--- src/rtl/pcm_mm_arb.sv ---
// pcm_mm_arb: round-robin arbiter funnelling NUM_CPU request slots onto a single backing-memory port.
// Define PCM_MM_TIMEOUT_EN to build the BUSY-state timeout abort (reported on cpu_err).
module pcm_mm_arb #(
  parameter int NUM_CPU = 4,
  parameter int ADDR_W  = 20,
  parameter int DATA_W  = 16,
  parameter int TIMEOUT = 255
) (
  input  logic                        clk,
  input  logic                        reset,
  input  logic [NUM_CPU-1:0]          cpu_req,
  input  logic [NUM_CPU-1:0]          cpu_write,
  input  logic [NUM_CPU*ADDR_W-1:0]   cpu_addr,
  input  logic [NUM_CPU*DATA_W-1:0]   cpu_data_in,
  output logic [NUM_CPU-1:0]          cpu_ready,
  output logic [NUM_CPU*DATA_W-1:0]   cpu_data_out,
  output logic [NUM_CPU-1:0]          cpu_err,
  output logic                        schedule,
  output logic [ADDR_W-1:0]           sched_addr,
  output logic                        sched_write,
  output logic [DATA_W-1:0]           sched_data,
  output logic [$clog2(NUM_CPU)-1:0]  sched_id,
  input  logic                        resolved,
  input  logic [DATA_W-1:0]           resolved_data
);

  localparam int IdW = $clog2(NUM_CPU);

  if (NUM_CPU < 2 || NUM_CPU > 8 || TIMEOUT < 1) begin : g_bad_cfg
    $error("pcm_mm_arb: NUM_CPU must be 2..8 and TIMEOUT at least 1");
  end

  typedef enum logic [1:0] {IDLE, BUSY, RESP} state_t;

  state_t               state_q;
  logic [ADDR_W-1:0]    addr_q  [NUM_CPU];
  logic [DATA_W-1:0]    wdata_q [NUM_CPU];
  logic [DATA_W-1:0]    rdata_q [NUM_CPU];
  logic [NUM_CPU-1:0]   write_q;
  logic [NUM_CPU-1:0]   pending_q;
  logic [IdW-1:0]       last_grant_q;
  logic [IdW-1:0]       grant_q;
  logic [IdW-1:0]       grant_d;
  logic [IdW-1:0]       cand;
  logic                 found;
  logic [NUM_CPU-1:0]   ready_q;
  logic                 schedule_q;
  logic [ADDR_W-1:0]    sched_addr_q;
  logic                 sched_write_q;
  logic [DATA_W-1:0]    sched_data_q;

`ifdef PCM_MM_TIMEOUT_EN
  localparam int TmoW = $clog2(TIMEOUT + 1);
  logic [TmoW-1:0]      tmo_q;
  logic [NUM_CPU-1:0]   err_q;
`endif

  // Round-robin pick: first pending channel after the last one served.
  always_comb begin
    grant_d = last_grant_q;
    cand    = '0;
    found   = 1'b0;
    for (int k = 1; k <= NUM_CPU; k++) begin
      cand = IdW'((int'(last_grant_q) + k) % NUM_CPU);
      if (!found && pending_q[cand]) begin
        grant_d = cand;
        found   = 1'b1;
      end
    end
  end

  always_ff @(posedge clk or negedge reset) begin
    if (!reset) begin
      state_q       <= IDLE;
      pending_q     <= '0;
      write_q       <= '0;
      last_grant_q  <= IdW'(NUM_CPU - 1);
      grant_q       <= '0;
      ready_q       <= '0;
      schedule_q    <= 1'b0;
      sched_addr_q  <= '0;
      sched_write_q <= 1'b0;
      sched_data_q  <= '0;
      for (int i = 0; i < NUM_CPU; i++) begin
        addr_q[i]  <= '0;
        wdata_q[i] <= '0;
        rdata_q[i] <= '0;
      end
`ifdef PCM_MM_TIMEOUT_EN
      tmo_q <= '0;
      err_q <= '0;
`endif
    end else begin
      // A slot is only captured while free; the granted slot is always pending, so it never collides with the clear below.
      for (int i = 0; i < NUM_CPU; i++) begin
        if (cpu_req[i] && !pending_q[i]) begin
          addr_q[i]    <= cpu_addr[i*ADDR_W +: ADDR_W];
          wdata_q[i]   <= cpu_data_in[i*DATA_W +: DATA_W];
          write_q[i]   <= cpu_write[i];
          pending_q[i] <= 1'b1;
        end
      end
      ready_q <= '0;
`ifdef PCM_MM_TIMEOUT_EN
      err_q <= '0;
`endif
      unique case (state_q)
        IDLE: begin
          if (found) begin
            state_q       <= BUSY;
            grant_q       <= grant_d;
            schedule_q    <= 1'b1;
            sched_addr_q  <= addr_q[grant_d];
            sched_write_q <= write_q[grant_d];
            sched_data_q  <= wdata_q[grant_d];
`ifdef PCM_MM_TIMEOUT_EN
            tmo_q <= '0;
`endif
          end
        end
        BUSY: begin
          if (resolved) begin
            state_q          <= RESP;
            schedule_q       <= 1'b0;
            ready_q[grant_q] <= 1'b1;
            if (!sched_write_q) begin
              rdata_q[grant_q] <= resolved_data;
            end
          end
`ifdef PCM_MM_TIMEOUT_EN
          else if (tmo_q == TmoW'(TIMEOUT - 1)) begin
            state_q          <= RESP;
            schedule_q       <= 1'b0;
            ready_q[grant_q] <= 1'b1;
            err_q[grant_q]   <= 1'b1;
          end else begin
            tmo_q <= tmo_q + 1'b1;
          end
`endif
        end
        RESP: begin
          state_q            <= IDLE;
          pending_q[grant_q] <= 1'b0;
          last_grant_q       <= grant_q;
        end
        default: state_q <= IDLE;
      endcase
    end
  end

  for (genvar i = 0; i < NUM_CPU; i++) begin : g_dout
    assign cpu_data_out[i*DATA_W +: DATA_W] = rdata_q[i];
  end

  assign cpu_ready   = ready_q;
  assign schedule    = schedule_q;
  assign sched_addr  = sched_addr_q;
  assign sched_write = sched_write_q;
  assign sched_data  = sched_data_q;
  assign sched_id    = grant_q;

`ifdef PCM_MM_TIMEOUT_EN
  assign cpu_err = err_q;
`else
  assign cpu_err = '0;
`endif

endmodule

--- config.mk ---
export PLATFORM = sky130hd
export DESIGN_NAME = pcm_mm_arb
export DESIGN_NICKNAME = d
export VERILOG_FILES = /design/src/rtl/pcm_mm_arb.sv
export SDC_FILE = /design/constraint.sdc
export NUM_CORES = 1
export LEC_CHECK = 0
export ABC_AREA = 1
export BUFFER_PORTS_ARGS = -buffer_cell sky130_fd_sc_hd__buf_2
export CORE_MARGIN = 1
export CORE_UTILIZATION = 45
export DETAILED_ROUTE_END_ITERATION = 7
export GPL_TIMING_DRIVEN = 0
export MAX_ROUTING_LAYER = met4
export PLACE_DENSITY = 0.81
export SYNTH_ARGS = -nofsm -noshare
export SYNTH_HDL_FRONTEND = slang
export SYNTH_SLANG_ARGS = --single-unit
--- constraint.sdc ---
create_clock -name clk -period 2.4 [get_ports clk]
set_input_delay 0.12 -clock clk [delete_from_list [all_inputs] [get_ports clk]]
set_output_delay 0.12 -clock clk [all_outputs]
set_load 0.05 [all_outputs]
==> results.toml, run 1 <==
[synth]
synth_area_um2 = 11350
synthTopCellsByArea = "dfrtp_1 58%, nand2_1 12%, mux2_2 7.9%"
synth_cell_type_count = 21
ys_seq_elements = 264
ys_seq_area_share_pct = 58.24
synth-xor-area-share_pct = 0
synthCells = 1243
ys.warnings.count = 0
avgSynthCellArea_um2 = 9.129
synth_top_family_by_area = "simple AND/OR/NAND/NOR gates"
synth_adder_area_share_pct = 0
synth_mux_area_share_pct = 7.939
synth_compound_gate_area_share_pct = 6.351
synth_top_cell_area_share_pct = 57.78
synth_top_area_cell = "dfrtp_1"
yosys.area_share.simple_pct = 21.07

[global_routing]
grt-busiest-layer = "met2"
grt_max_degree = 118
grt_util_all_layers_pct = 29.64
grt_pass1_vias = 11430
grt_pass1_wl_mm = 58.46
met2_usage_pct = 50.33
grt_remaining_overflow = 0
grtUsageMet3_pct = 5.733
antenna_found_initial = 3
use_met1_pct = 34.24

[floorplanning]
io_pins = 283
die_y_um = 160.8
die_w_um = 160.8
die_area_um2 = 25860
rows = 57
initial_core_util_pct = 46.25
coreArea_um2 = 24530

[clock_tree]
clock_latency_ns = 0.54
clockBufferDepth = 3
cts_buffers = 28
cts_tree = "done"
clkTransAtPathRegs_ns = 0.06
clkSinkCount = 264
htreeDepth = 1
cts_setup_buffers = 0
cts-root-buf = "clkbuf_16"

[drt]
vias_per_cell = 5.213
drc_errors = 0
wl_mm = 37.29
firstDrtPassIters = 6
wire_per_inst_um = 17.99
drtAntennaViolNets = 0
drt-initial-drc-count = 1091
vias = 10810

[timing]
hold_violations = 0
setup-tns-final_ns = 0
min_period_ns = 2.241
max_freq_mhz = 446.3
setup_viol_count_final = 0
rsz0062_at_grt = "no"
worstMarginPinSlew_ns = 0.6635
finalCritPeriodShare_pct = 93.36
max_slew_margin_pct = 55.77
fin_hold_ws_ns = 0.1311
drv_slew = 0
worst_slack_ns = 0.1594
skew_ns = 0.02057

[final_layout]
design_area_um2 = 15880
finalNonFillerCells = 2073
syn_to_final_growth_pct = 39.95
mostFrequentLayoutCell = "nand2_1"
finalNetCount = 1897
final_cell_mix = "364 x nand2_1, 290 x buf_2, 262 x dfrtp_1"
drive_gt1_share_pct = 26.00

[power]
p_sw_mw = 11.94
internal_power_mw = 13.08
p_per_area_nw_per_um2 = 1576
swShare_pct = 47.73
p_seq_share_pct = 30.7
ir_drop_mv = 1.145
p_comb_share_pct = 51.6
clkPwrFrac_pct = 17.6
leakage_nw = 8.361

[worst_setup_path]
worstPathMaxFanout = 10
criticalPathCategory = "reg2reg"
regToRegSetupSlack_ns = 0.16
crit_arrival_ns = 2.65
endpoint_kind = "register"
startpoint_type = "register"
cp.required_ns = 2.81
r2r_cells = 15
reg2reg_to = "sched_addr[12]$_DFFE_PN0P_"
rr_startpoint = "last_grant_q[0]$_DFFE_PN1N_"

[place]
placed_cell_area_um2 = 13220
port-buffer-count = 278
dp_hpwl_mm = 24.43
gp_congestion = 0.9043
place_inst = 1850
pre_cts_ws_ns = 0.02569

[outcome]
outcome = "finished, final reports clean"

[hold_path]
min_path_type = "in2async"

[job]
maxCapViolCount = 0
==> cells in the mapped netlist <==
master    instances
buf_1             6
nor2_1           81
mux2_2           80
nand2_1         364
o21ai_1           2
clkbuf_1         37
dfstp_2           2
o21ai_0          68
inv_2             5
nand2_2          11
buf_4             8
nor3_1            4
a21oi_1          74
nand3_2           2
buf_2            13
nand3_1         121
conb_1            1
buf_6             5
nand4_1           1
dfrtp_1         262
inv_1            96
==> worst max-delay path by stage <==
| stage | cells past startpoint | startpoint | slack (ns) | end |
|---|---|---|---|---|
| 2_1_floorplan | 14 | last_grant_q[0]$_DFFE_PN1N_ | 0.56 | sched_addr[10]$_DFFE_PN0P_ |
| 4_1_cts | 10 | last_grant_q[0]$_DFFE_PN1N_ | 0.007 | sched_addr[18]$_DFFE_PN0P_ |
| 6_report | 15 | last_grant_q[0]$_DFFE_PN1N_ | 0.16 | sched_addr[12]$_DFFE_PN0P_ |
| 3_3_place_gp | 1 | reset | -3.49 | cpu_data_out[14]$_DFFE_PN0P_ |
| 5_1_grt | 14 | last_grant_q[0]$_DFFE_PN1N_ | 0.0007 | sched_addr[11]$_DFFE_PN0P_ |
| 3_5_place_dp | 10 | last_grant_q[0]$_DFFE_PN1N_ | 0.03 | sched_addr[18]$_DFFE_PN0P_ |
==> per-stage QoR <==
step	power [mW]	util [%]
CTS	24.73	64.65
global route	26.47	64.73
detailed placement	20.05	53.89
finish	25.02	64.73
global placement	19.61	53.62
floorplan	16.57	-
==> flip-flops by register name, summed over array words and instances (netlist names), 4 cells and up <==
| register | flops |
|---|---|
| addr_q | 80 |
| cpu_data_out | 64 |
| wdata_q | 64 |
| sched_addr | 20 |
| sched_data | 16 |
| cpu_ready | 4 |
| pending_q | 4 |
| write_q | 4 |
==> cell families after synthesis <==
kind of cell,Yosys count
AO/OA/AOI/OAI,144
buffers and inverters,170
flip-flops,264
multiplexers,80
other,1
AND/OR/NAND/NOR,584
==> worst max-delay path: stages, from the launching register on <==
cell and delay, ns:
dfstp_2 0.53, buf_4 0.17, nand2_1 0.06, nand2_1 0.12, nand2_1 0.08, nand2_2 0.09, nand2_2 0.09, nand2_2 0.09
nand2_2 0.11, nand2_4 0.12, buf_2 0.24, nand2_1 0.08, nand2_1 0.09, nand2_1 0.08, nand3_1 0.10, nand2_1 0.08
==> cell type report <==
cell class / count / area [um^2]
Antenna cell: 3 / 7.507
Clock buffer: 43 / 848.3
Buffer: 69 / 349.1
Timing Repair Buffer: 450 / 3158
Clock inverter: 7 / 91.34
Sequential cell: 264 / 6609
Fill cell: 1823 / 8653
Tap cell: 324 / 405.4
Inverter: 101 / 379.1
Multi-Input combinational cell: 812 / 4033
==> power groups by stage <==
stage,clock network (mW),logic (mW),registers (mW)
4_1_cts,4.43,12.7,7.60
6_report,4.41,12.9,7.69
2_1_floorplan,0,6.31,10.3
3_5_place_dp,0,12.4,7.63
3_3_place_gp,0,12.1,7.56
5_1_grt,4.61,14.0,7.86
==> layer usage <==
metal | vias up | wire length (um)
met4 | 0 | 1651
met3 | 121 | 3111
met1 | 5171 | 14370
met5 | - | 0
li1 | 4933 | -
met2 | 582 | 18160
==> what timing repair did <==
action | CTS | global route
hold buffers | 170 | 0
gates resized for setup | 0 | 8
hold endpoints to repair | 280 | 0
endpoints found under the setup margin | 0 | 28
Power figures use the tool's default switching activity.
==> run 2: changes to the inputs <==
ABC_AREA = default   (was 1)
PLACE_DENSITY = 0.82   (was 0.81)
==> run 2 against run 1 <==
  * Worst hold slack got worse by 0.099 ns
  * Worst setup slack got worse by 0.041 ns
  * Critical endpoint is now sched_addr[18]$_DFFE_PN0P_
  * Global-route usage fell by 2.1 points
  * Synthesized cell count fell by 41%
  * Sequential share of layout area rose by 1.5 points
  * Sequential cell count did not move
  * Core utilization rose by 0.40 points
  * Via count fell by 25%
  * Fmax fell by 1.8%
==> results.toml, run 2 <==
[drt]
drt-initial-drc-count = 364
wl_mm = 32.96
vias_per_cell = 5.227
wire_per_inst_um = 21.16
drtAntennaViolNets = 0
drc_errors = 0
firstDrtPassIters = 6
vias = 8143

[synth]
synth_adder_area_share_pct = 0
synth-xor-area-share_pct = 0
synth_mux_area_share_pct = 29.21
synth_top_cell_area_share_pct = 60.51
avgSynthCellArea_um2 = 14.86
yosys.area_share.simple_pct = 3.487
synth_top_area_cell = "dfrtp_1"
synth_top_family_by_area = "multiplexers"
synth_cell_type_count = 37
yosysMostFrequentCell = "dfrtp_1"
ys.warnings.count = 0
ys_seq_elements = 264
synth_compound_gate_area_share_pct = 3.776
ys_seq_area_share_pct = 60.99
synthArstFlopShare_pct = 100.0
synthCells = 729
synthFlopType = "dfrtp_1"
synth_edf_count = 0
synthTopCellsByArea = "dfrtp_1 61%, mux2_2 21%, mux2i_1 6.8%"
synth_commonest_cells = "262 x dfrtp_1, 202 x mux2_2, 74 x mux2i_1"
synth_area_um2 = 10840

[final_layout]
design_area_um2 = 15330
mostFrequentLayoutCell = "buf_2"
finalNetCount = 1383
syn_to_final_growth_pct = 41.50
largest_reg_flops = 80
final_cell_mix = "297 x buf_2, 262 x dfrtp_1, 202 x mux2_2"
fillers = 1706
finalNonFillerCells = 1558
multi_input_comb_area_um2 = 3968
top_register = "addr_q"
drive_gt1_share_pct = 46.92
seq_area_um2 = 6609

[place]
placed_cell_area_um2 = 12700
gp_congestion = 0.7639
place_inst = 1331
dp_hpwl_mm = 19.64
port-buffer-count = 278

[floorplanning]
rows = 56
die_y_um = 157.2
io_pins = 283
die_area_um2 = 24700
die_w_um = 157.2
coreArea_um2 = 23540
initial_core_util_pct = 46.02

[global_routing]
antenna_found_initial = 5
grt_util_all_layers_pct = 27.59
grt_pass1_wl_mm = 49.75
grt_pass1_vias = 9018
grt_remaining_overflow = 0
grt_max_degree = 124

[clock_tree]
clkTransAtPathRegs_ns = 0.06
clock_latency_ns = 0.54
clockBufferDepth = 3
cts-root-buf = "clkbuf_16"
cts_tree = "done"
clkSinkCount = 264
htreeDepth = 1
cts_buffers = 28

[timing]
max_slew_margin_pct = 48.16
fin_hold_ws_ns = 0.03168
min_period_ns = 2.281
drv_slew = 0
skew_ns = 0.01271
worstMarginPinSlew_ns = 0.7777
hold_violations = 0
rsz0062_at_grt = "no"
setup_viol_count_final = 0
finalCritPeriodShare_pct = 95.06
max_freq_mhz = 438.3

[worst_setup_path]
path_cells = "nor4_1, or3_1, clkbuf_1, clkbuf_1, nand2_1, o221ai_1"
reg2reg_to = "sched_addr[18]$_DFFE_PN0P_"
crit_arrival_ns = 2.73
crit_top_cell = "clkbuf_1"
startpoint_type = "register"
endpoint_kind = "register"
r2r_cells = 6
cpPeakStageDelay_ns = 0.56
setup.worst_path.start = "pending_q[3]$_DFF_PN0_"
rr_startpoint = "pending_q[3]$_DFF_PN0_"
crit_buf_inv = 2
regToRegSetupSlack_ns = 0.12
worstPathMaxFanout = 10
critPathSlowestCell = "clkbuf_1"
cp.required_ns = 2.85
criticalPathCategory = "reg2reg"
critPathTopFamily = "buffers and inverters"

[hold_path]
min_path_type = "in2async"

[outcome]
outcome = "finished, final reports clean"

[job]
maxCapViolCount = 0

[power]
p_total_mw = 21.87
p_per_area_nw_per_um2 = 1427
ir_drop_mv = 0.8335
leakage_nw = 7.281
==> run 2: timing repair <==
action / in CTS / in global routing
setup buffers: 0 / 0
resized for setup: 0 / 8
endpoints found under the setup margin: 0 / 35
hold buffers: 170 / 0
hold endpoints to repair: 480 / 0
==> run 2: metrics by stage <==
stage                     worst slack, ns  TNS, ns  util [%]
after CTS                         0.02191        0     65.05
after global routing             0.002299        0     65.13
after global placement             -3.464  -904.94     53.68
final                              0.1185        0     65.13
after detailed placement          0.02114        0     53.95
after floorplan                    0.4361        0         -
==> run 2: per-layer routing <==
metal	global-route usage, %	part of all wire (%)	up-vias
met5	-	0	-
met4	11.33	3.9	0
met3	5.259	6.3	92
met2	48.99	51	348
met1	30.28	39	4090
li1	-	-	3613
==> run 2: worst reg2reg max path: stages (launching register included) <==
cell and delay (ns):
dfrtp_1 0.43, nor4_1 0.49, or3_1 0.18, clkbuf_1 0.27, clkbuf_1 0.56, nand2_1 0.15, o221ai_1 0.11
==> run 2: power by group <==
group	internal [mW]	leakage, nW	switching, mW	total [mW]
Combinational	3.65	3.64	6.01	9.67
Clock	2.51	0.442	1.78	4.29
Sequential	6.61	3.20	1.30	7.91
Total	12.8	7.28	9.10	21.9
==> run 2: cell families after synthesis <==
kind of cell / count (synthesis)
flops: 264
mux: 286
other cells: 1
compound gates: 49
simple gates: 80
buf+inv: 49
==> run 2: how the worst max path moves through the flow <==
stage | cells past startpoint | endpoint | slack (ns)
2_1_floorplan | 5 | cpu_data_out[10]$_DFFE_PN0P_ | 0.44
3_3_place_gp | 1 | addr_q[49]$_DFFE_PN0P_ | -3.46
3_5_place_dp | 5 | sched_data[4]$_DFFE_PN0P_ | 0.02
4_1_cts | 5 | sched_data[10]$_DFFE_PN0P_ | 0.02
5_1_grt | 6 | sched_addr[13]$_DFFE_PN0P_ | 0.002
6_report | 6 | sched_addr[18]$_DFFE_PN0P_ | 0.12
==> run 2: cell type report <==
cell class | count | share of cell area, %
Antenna cell | 5 | 0.08161
Buffer | 46 | 1.714
Clock buffer | 45 | 5.517
Clock inverter | 7 | 0.4244
Inverter | 3 | 0.08161
Multi-Input combinational cell | 419 | 25.88
Sequential cell | 264 | 43.10
Tap cell | 319 | 2.603
Timing Repair Buffer | 450 | 20.60
==> run 3: changes to the inputs <==
MAX_ROUTING_LAYER = default   (was met4)
==> run 3 against run 2 <==
  * Register-to-register slack is essentially flat
  * Total power barely moved
  * First-iteration DRC count is 6.0% higher
  * Combinational power hardly changed
  * Cell area unchanged
  * Cell count did not move
  * Clock power hardly changed
  * Worst hold slack barely moved
==> results.toml, run 3 (synthesized netlist as in run 2, its figures left out) <==
[outcome]
outcome = "finished, final reports clean"

[worst_setup_path]
endpoint_kind = "register"
crit_top_cell = "clkbuf_1"
critPathSlowestCell = "clkbuf_1"
regToRegSetupSlack_ns = 0.12
startpoint_type = "register"
path_cells = "nor4_1, or3_1, clkbuf_1, clkbuf_1, nand2_1, o221ai_1"
crit_buf_inv = 2
cpPeakStageDelay_ns = 0.56
worstPathMaxFanout = 10
critPathTopFamily = "buffers and inverters"
cp.required_ns = 2.85
crit_arrival_ns = 2.73
criticalPathCategory = "reg2reg"

[floorplanning]
die_w_um = 157.2
die_area_um2 = 24700
rows = 56
io_pins = 283
die_y_um = 157.2
initial_core_util_pct = 46.02
coreArea_um2 = 23540

[drt]
drtAntennaViolNets = 0
wl_mm = 32.91
drt-initial-drc-count = 386
wire_per_inst_um = 21.13
vias_per_cell = 5.218
drc_errors = 0
firstDrtPassIters = 4
vias = 8129

[timing]
max_slew_margin_pct = 47.22
drv_slew = 0
finalCritPeriodShare_pct = 94.95
setup_viol_count_final = 0
hold_violations = 0
worstMarginPinSlew_ns = 0.7918
worst_slack_ns = 0.1213
min_period_ns = 2.279
rsz0062_at_grt = "no"
max_freq_mhz = 438.8
skew_ns = 0.01613

[power]
p_sw_mw = 9.093
ir_drop_mv = 0.8337
p_total_mw = 21.86
p_per_area_nw_per_um2 = 1426
leakage_nw = 7.281
clkPwrFrac_pct = 19.6
internal_power_mw = 12.77
p_seq_share_pct = 36.2
swShare_pct = 41.59
p_comb_share_pct = 44.2

[clock_tree]
cts-root-buf = "clkbuf_16"
cts_buffers = 28
htreeDepth = 1
clock_latency_ns = 0.54
clkTransAtPathRegs_ns = 0.06
cts_setup_buffers = 0
cts_tree = "done"
clockBufferDepth = 3
clkSinkCount = 264

[final_layout]
top_register = "addr_q"
drive_gt1_share_pct = 46.92
fillers = 1706
final_core_util_pct = 65.13
syn_to_final_growth_pct = 41.50
final_cell_mix = "297 x buf_2, 262 x dfrtp_1, 202 x mux2_2"
mostFrequentLayoutCell = "buf_2"
finalNetCount = 1383
largest_reg_flops = 80

[global_routing]
grt_util_all_layers_pct = 26.83
grt_remaining_overflow = 0
grt_pass1_wl_mm = 49.85
grt_pass1_vias = 9015
antenna_found_initial = 5
grt_max_degree = 124

[place]
dp_hpwl_mm = 19.64
pre_cts_ws_ns = 0.02114
port-buffer-count = 278
gp_congestion = 0.7542

[hold_path]
min_path_type = "in2async"

[job]
maxCapViolCount = 0
[run 3: cell counts in the layout (fill, tap and decap cells not counted)]
Identical to the previous run, type by type.
[run 3: power groups by stage]
stage	registers (mW)	clock network, mW	logic [mW]
6_report	7.91	4.30	9.66
5_1_grt	8.12	4.52	10.3
4_1_cts	7.80	4.34	9.58
3_5_place_dp	7.83	0	9.32
3_3_place_gp	7.72	0	9.08
2_1_floorplan	10.5	0	4.17
[run 3: area by class of cell]
type	instances	area, um^2	area share, %
Sequential cell	264	6609	43.10
Clock inverter	7	65.06	0.4244
Multi-Input combinational cell	419	3968	25.88
Timing Repair Buffer	450	3158	20.60
Clock buffer	45	845.8	5.517
Tap cell	319	399.1	2.603
Inverter	3	12.51	0.08161
Antenna cell	5	12.51	0.08161
Buffer	46	262.8	1.714
[run 3: path summary, 6_finish.rpt]
path,from,endpoint,depth (start not counted)
min in group clk,cpu_addr[42],addr_q[22]$_DFFE_PN0P_,3
setup reg to reg,pending_q[3]$_DFF_PN0_,sched_addr[18]$_DFFE_PN0P_,6
hold / removal,reset,cpu_data_out[36]$_DFFE_PN0P_,2
setup / recovery,pending_q[3]$_DFF_PN0_,sched_addr[18]$_DFFE_PN0P_,6
max in group asynchronous,reset,wdata_q[63]$_DFFE_PN0P_,3
hold reg to reg,last_grant_q[0]$_DFFE_PN1N_,last_grant_q[0]$_DFFE_PN1N_,2
[run 3: per-layer routing]
metal  vias to the layer above  share of wire, %  track usage [%]
li1                       3611                 -                -
met1                      4078                38            30.11
met2                       348                51            48.97
met3                        92               6.6            5.754
met4                         0               3.9            11.33
met5                         -                 0                0
[run 3: repair_timing]
item                       CTS  global route
gates resized for setup      0             8
hold buffers               170             0
setup endpoints to repair    0            35
hold endpoints to repair   480             0
[run 3: through the flow]
stage / cell area [um^2] / setup TNS [ns] / cells / hold slack [ns]
2_1_floorplan: 10850 / 0 / 732 / -0.1756
3_3_place_gp: 12640 / -904.94 / 1329 / 0.3516
3_5_place_dp: 12700 / 0 / 1331 / -0.01677
4_1_cts: 15310 / 0 / 1553 / 0.01531
5_1_grt: 15330 / 0 / 1558 / 0.03355
6_report: 15330 / 0 / 1558 / 0.03179
